<file path="config.mk">
export PLATFORM = sky130hd
export DESIGN_NAME = car_parking_system
export DESIGN_NICKNAME = d
export VERILOG_FILES = /design/src/rtl/car_parking_system.sv
export SDC_FILE = /design/constraint.sdc
export NUM_CORES = 1
export LEC_CHECK = 0
export CAP_MARGIN = 20
export CELL_PAD_IN_SITES_DETAIL_PLACEMENT = 1
export CELL_PAD_IN_SITES_GLOBAL_PLACEMENT = 2
export CORE_MARGIN = 2
export CORE_UTILIZATION = 37
export CTS_CLUSTER_SIZE = 10
export DETAILED_ROUTE_END_ITERATION = 7
export DONT_BUFFER_PORTS = 1
export MAX_ROUTING_LAYER = met4
export PLACE_DENSITY_LB_ADDON = 0.1
export SYNTH_ARGS = -nofsm -noshare
export SYNTH_HDL_FRONTEND = slang
export SYNTH_SLANG_ARGS = --single-unit
</file>
<file path="constraint.sdc">
create_clock -name clk -period 2.8 [get_ports clk]
set_clock_uncertainty 0.2 [all_clocks]
set_input_delay 0.42 -clock clk [delete_from_list [all_inputs] [get_ports clk]]
set_output_delay 0.42 -clock clk [all_outputs]
set_load 0.005 [all_outputs]
</file>
<file path="src/rtl/car_parking_system.sv">
// Single-lane car park gate controller.
// Password window, GO/EE/SP panel, blinking LEDs.
module car_parking_system #(
  parameter logic [31:0] WAIT_LIMIT = 32'd3,
  parameter logic [1:0]  PASS_1     = 2'b01,
  parameter logic [1:0]  PASS_2     = 2'b10
) (
  input  logic       clk,
  input  logic       reset_n,
  input  logic       sensor_entrance,
  input  logic       sensor_exit,
  input  logic [1:0] password_1,
  input  logic [1:0] password_2,
  output logic       GREEN_LED,
  output logic       RED_LED,
  output logic [6:0] HEX_1,
  output logic [6:0] HEX_2
);

  typedef enum logic [2:0] {
    IDLE       = 3'd0,
    WAIT_PASS  = 3'd1,
    WRONG_PASS = 3'd2,
    RIGHT_PASS = 3'd3,
    STOP       = 3'd4
  } state_t;

  localparam logic [6:0] SEG_BLANK = 7'b1111111;
  localparam logic [6:0] SEG_E     = 7'b0000110;
  localparam logic [6:0] SEG_N     = 7'b0101011;
  localparam logic [6:0] SEG_6     = 7'b0000010;
  localparam logic [6:0] SEG_0     = 7'b1000000;
  localparam logic [6:0] SEG_5     = 7'b0010010;
  localparam logic [6:0] SEG_P     = 7'b0001100;

  state_t      r_state;
  state_t      w_next;
  logic [31:0] r_cnt;
  logic        w_pass_ok;

  logic        r_green;
  logic        r_red;
  logic [6:0]  r_hex1;
  logic [6:0]  r_hex2;
  logic        w_green;
  logic        w_red;
  logic [6:0]  w_hex1;
  logic [6:0]  w_hex2;

  assign w_pass_ok = (password_1 == PASS_1) && (password_2 == PASS_2);

  // State register and wait counter (counts only while in WAIT_PASS)
  always_ff @(posedge clk) begin
    if (!reset_n) begin
      r_state <= IDLE;
      r_cnt   <= '0;
    end else begin
      r_state <= w_next;
      if (r_state == WAIT_PASS) r_cnt <= r_cnt + 32'd1;
      else                      r_cnt <= '0;
    end
  end

  // Next-state decode
  always_comb begin
    w_next = IDLE;
    case (r_state)
      IDLE:
        w_next = sensor_entrance ? WAIT_PASS : IDLE;
      WAIT_PASS:
        if (r_cnt <= WAIT_LIMIT) w_next = WAIT_PASS;
        else if (w_pass_ok)      w_next = RIGHT_PASS;
        else                     w_next = WRONG_PASS;
      WRONG_PASS:
        w_next = w_pass_ok ? RIGHT_PASS : WRONG_PASS;
      RIGHT_PASS:
        if (sensor_entrance && sensor_exit) w_next = STOP;
        else if (sensor_exit)               w_next = IDLE;
        else                                w_next = RIGHT_PASS;
      STOP:
        w_next = w_pass_ok ? RIGHT_PASS : STOP;
      default:
        w_next = IDLE;
    endcase
  end

  // Panel values derived from the currently held state
  always_comb begin
    w_green = 1'b0;
    w_red   = 1'b0;
    w_hex1  = SEG_BLANK;
    w_hex2  = SEG_BLANK;
    case (r_state)
      WAIT_PASS: begin
        w_red  = 1'b1;
        w_hex1 = SEG_E;
        w_hex2 = SEG_N;
      end
      WRONG_PASS: begin
        w_red  = ~r_red;
        w_hex1 = SEG_E;
        w_hex2 = SEG_E;
      end
      RIGHT_PASS: begin
        w_green = ~r_green;
        w_hex1  = SEG_6;
        w_hex2  = SEG_0;
      end
      STOP: begin
        w_red  = ~r_red;
        w_hex1 = SEG_5;
        w_hex2 = SEG_P;
      end
      default: ;
    endcase
  end

  // Registered panel outputs, one cycle behind the state
  always_ff @(posedge clk) begin
    if (!reset_n) begin
      r_green <= 1'b0;
      r_red   <= 1'b0;
      r_hex1  <= SEG_BLANK;
      r_hex2  <= SEG_BLANK;
    end else begin
      r_green <= w_green;
      r_red   <= w_red;
      r_hex1  <= w_hex1;
      r_hex2  <= w_hex2;
    end
  end

  assign GREEN_LED = r_green;
  assign RED_LED   = r_red;
  assign HEX_1     = r_hex1;
  assign HEX_2     = r_hex2;

endmodule

</file>
==> results.cfg <==
[run_status]
status = completed

[timing]
clock.fmax_ghz = 0.4065
finalCriticalPeriod_ns = 2.460
finalHoldViolations = 0
grt_setup_unrepaired = false
finalSetupViolCount = 0
worst_pin_slew_ns = 0.7298
maxSlewViolCount = 0
timing.setup.tns_ns = 0
slew-limit-headroom_pct = 51.24
final.period_utilization_pct = 87.87

[synth]
synthesis.instances = 241
yosys_most_used_dff = sky130_fd_sc_hd__dfxtp_1
synth.yosys.warnings = 0
synth_fp_nets = 250
synth_top_cell_by_area = sky130_fd_sc_hd__dfxtp_1
yosys_register_bits = 44
async_flop_share_pct = 0
ys_seq_area_share_pct = 42.67
syn-mean-instance-area_um2 = 8.566
yosysUniqueCellTypes = 42
post_synth_main_area_contributors = sky130_fd_sc_hd__dfxtp_1, sky130_fd_sc_hd__xnor2_1, sky130_fd_sc_hd__nor4_1, sky130_fd_sc_hd__nor2_1, sky130_fd_sc_hd__a21oi_1
post_synth_top_cells = sky130_fd_sc_hd__dfxtp_1, sky130_fd_sc_hd__nor2_1, sky130_fd_sc_hd__nand2_1, sky130_fd_sc_hd__a21oi_1, sky130_fd_sc_hd__o21ai_0
netlist.area_leader.share_pct = 42.67
synth_area_mm2 = 0.002064
synth_most_common_cell = sky130_fd_sc_hd__dfxtp_1
edff_count_synth = 0

[floorplan]
ios = 24
placementRows = 27
initial_core_utilization_pct = 37.96
fp.dieArea_mm2 = 0.006193
placeableCoreArea_mm2 = 0.005439
die_y_um = 78.70
chipWidth_um = 78.70

[global_routing]
grt-ovfl-total = 0
number_of_antenna_violations_at_the_first_check_in_global_routing = 0
wire_length_of_the_first_global_routing_pass_um = 8335
gr-usage-all-layers_pct = 17.66
maximum_number_of_pins_on_one_net_before_global_route_repair = 14
grt_pass1_vias = 1777

[clock_tree]
ctsResizeCount = 0
clk_root_buffer_cell = sky130_fd_sc_hd__clkbuf_8
cts_tree = yes
cts_num_sinks = 44
maximum_root_to_sink_buffer_count = 2
clock_latency_ns = 0.30
clock_buffers_created_by_tritoncts = 5
clock_tree.htree_level_count = 2
cts.reportedPaths.clkPinSlew_ns = 0.09

[layout]
proportion_of_layout_cells_with_a_drive_suffix_above_1_pct = 8.017
regArea_um2 = 880.8
final_net_count = 246
antenna_cells_inserted = 0
finish.utilization_pct = 40.97
filler_cell_count = 653
multiInputGateArea_mm2 = 0.001062
syn2layout_area_growth_pct = 7.940

[critical_path]
timing_worst_setup_path_type = flop to flop
worst_path_most_repeated_cell = sky130_fd_sc_hd__or4_1
crit_required_ns = 2.83
crit-reg2reg-launch = r_cnt[0]
start_kind = flop
slowest_stage = sky130_fd_sc_hd__or4_1
critPathMaxStageDelay_ns = 0.70
path_max_fanout = 11
worst_ep_arrival_time_ns = 2.49
worst_setup_path_startpoint = r_cnt[0]
crit_path_cell_trace = ha_1 -> nand3_2 -> or4_1 -> or4_1 -> a21oi_1
critical_path.endpoint_type = flop

[placed_design]
gpl.final_weighted_congestion = 0.8238
port_buffers = 0
place.detailed.hpwl_um = 3507

[power]
report.power.total_uw = 1298
irDropWorstVdd_mv = 0.1978
power_density_mw_per_mm2 = 582.3
static-leakage-power_uw = 0.0007011

[route]
wl_per_cell_um = 15.75
post_route_drc_violation_count = 0
drtIter0Drc = 62
routed-via-count = 1708
drt_first_pass_iters = 5
drt.antenna.violating_nets = 0
post_route_wl_um = 4866
drt-vias-per-instance = 5.528

[hold_path]
min-delay-path-class = primary input to flop
hold_start = reset_n

[run]
drv_cap = 0
-- worst paths after layout --
path	to	slack (ns)	cells after the start
setup / recovery	r_cnt[26]	0.34	5
hold / removal	HEX_2[5]	0.007	1
setup reg to reg	r_cnt[26]	0.34	5
hold reg to reg	GREEN_LED	0.25	1
-- stage by stage --
stage | instances | setup slack [ns] | instance area [um2] | hold WS, ns
floorplan | 241 | 0.7044 | 2064 | 0.2201
global placement | 301 | 0.4679 | 2090 | 0.2417
detailed placement | 301 | 0.4029 | 2090 | 0.2377
CTS | 309 | 0.3494 | 2228 | 0.005416
global route | 309 | 0.2585 | 2228 | 0.007648
finish | 309 | 0.3398 | 2228 | 0.006739
-- critical path: cells and delay by family (launching register included) --
family / cells / cell delay [ns]
AO/OA/AOI/OAI: 1 / 0.16
adder cells (fa/ha/maj): 1 / 0.25
flip-flops: 1 / 0.41
AND/OR/NAND/NOR: 3 / 1.37
-- cells in the final DEF, fill, tap and decap left out, types with 3 or more instances in the layout --
master,n
sky130_fd_sc_hd__and4_1,4
sky130_fd_sc_hd__nor2_1,20
sky130_fd_sc_hd__a21oi_1,14
sky130_fd_sc_hd__nand3_1,13
sky130_fd_sc_hd__o31ai_1,4
sky130_fd_sc_hd__dfxtp_1,44
sky130_fd_sc_hd__nor3_1,3
sky130_fd_sc_hd__inv_1,7
sky130_fd_sc_hd__nand2_1,17
sky130_fd_sc_hd__o21ai_0,14
sky130_fd_sc_hd__or4_1,5
sky130_fd_sc_hd__xnor2_1,11
sky130_fd_sc_hd__or2_2,3
sky130_fd_sc_hd__nor2b_1,3
sky130_fd_sc_hd__and3_1,3
sky130_fd_sc_hd__mux2i_1,3
sky130_fd_sc_hd__nand4_1,8
sky130_fd_sc_hd__nor4_1,13
sky130_fd_sc_hd__nand2b_1,3
sky130_fd_sc_hd__clkbuf_8,5
sky130_fd_sc_hd__buf_4,4
sky130_fd_sc_hd__or3_1,9
-- timing repair --
action | CTS | global route
hold endpoints to repair | 2 | 0
hold buffers | 1 | 0
setup buffers | 0 | 0
-- metal layers --
metal	GRT usage (%)	up-vias	share of wire, %
met5	-	-	0
met4	7.018	0	1.4
met3	2.727	5	2.0
met2	29.66	12	48
met1	21.34	834	48
li1	-	857	-
-- report_power, final --
group / switching (uW) / total [uW] / internal [uW] / leakage (uW)
Clock: 219 / 570 / 351 / 0.0000642
Sequential: 20.6 / 661 / 640 / 0.000356
Combinational: 39.0 / 66.9 / 27.9 / 0.000281
-- cells by family after synthesis --
kind of cell | synth area share (%)
fa+ha+maj | 0.6060
compound gates | 11.15
xor+xnor | 5.515
simple gates | 32.00
flops | 42.67
other cells | 0.1816
mux | 2.000
buf+inv | 5.879
-- flip-flops by register name (all words and copies together), names as in the netlist --
name	count
HEX_1	1
RED_LED	1
r_cnt	32
HEX_2	6
r_state	3
GREEN_LED	1
-- layout make-up --
cell class	instances	share of cell area [%]
clock buffer	5	3.088
clock inverter	2	2.695
inverter	7	1.179
multi-input combinational	174	47.67
sequential	44	39.53
tap	72	4.043
timing repair buffer	5	1.797
No activity file was read; power rests on OpenSTA's default activity.
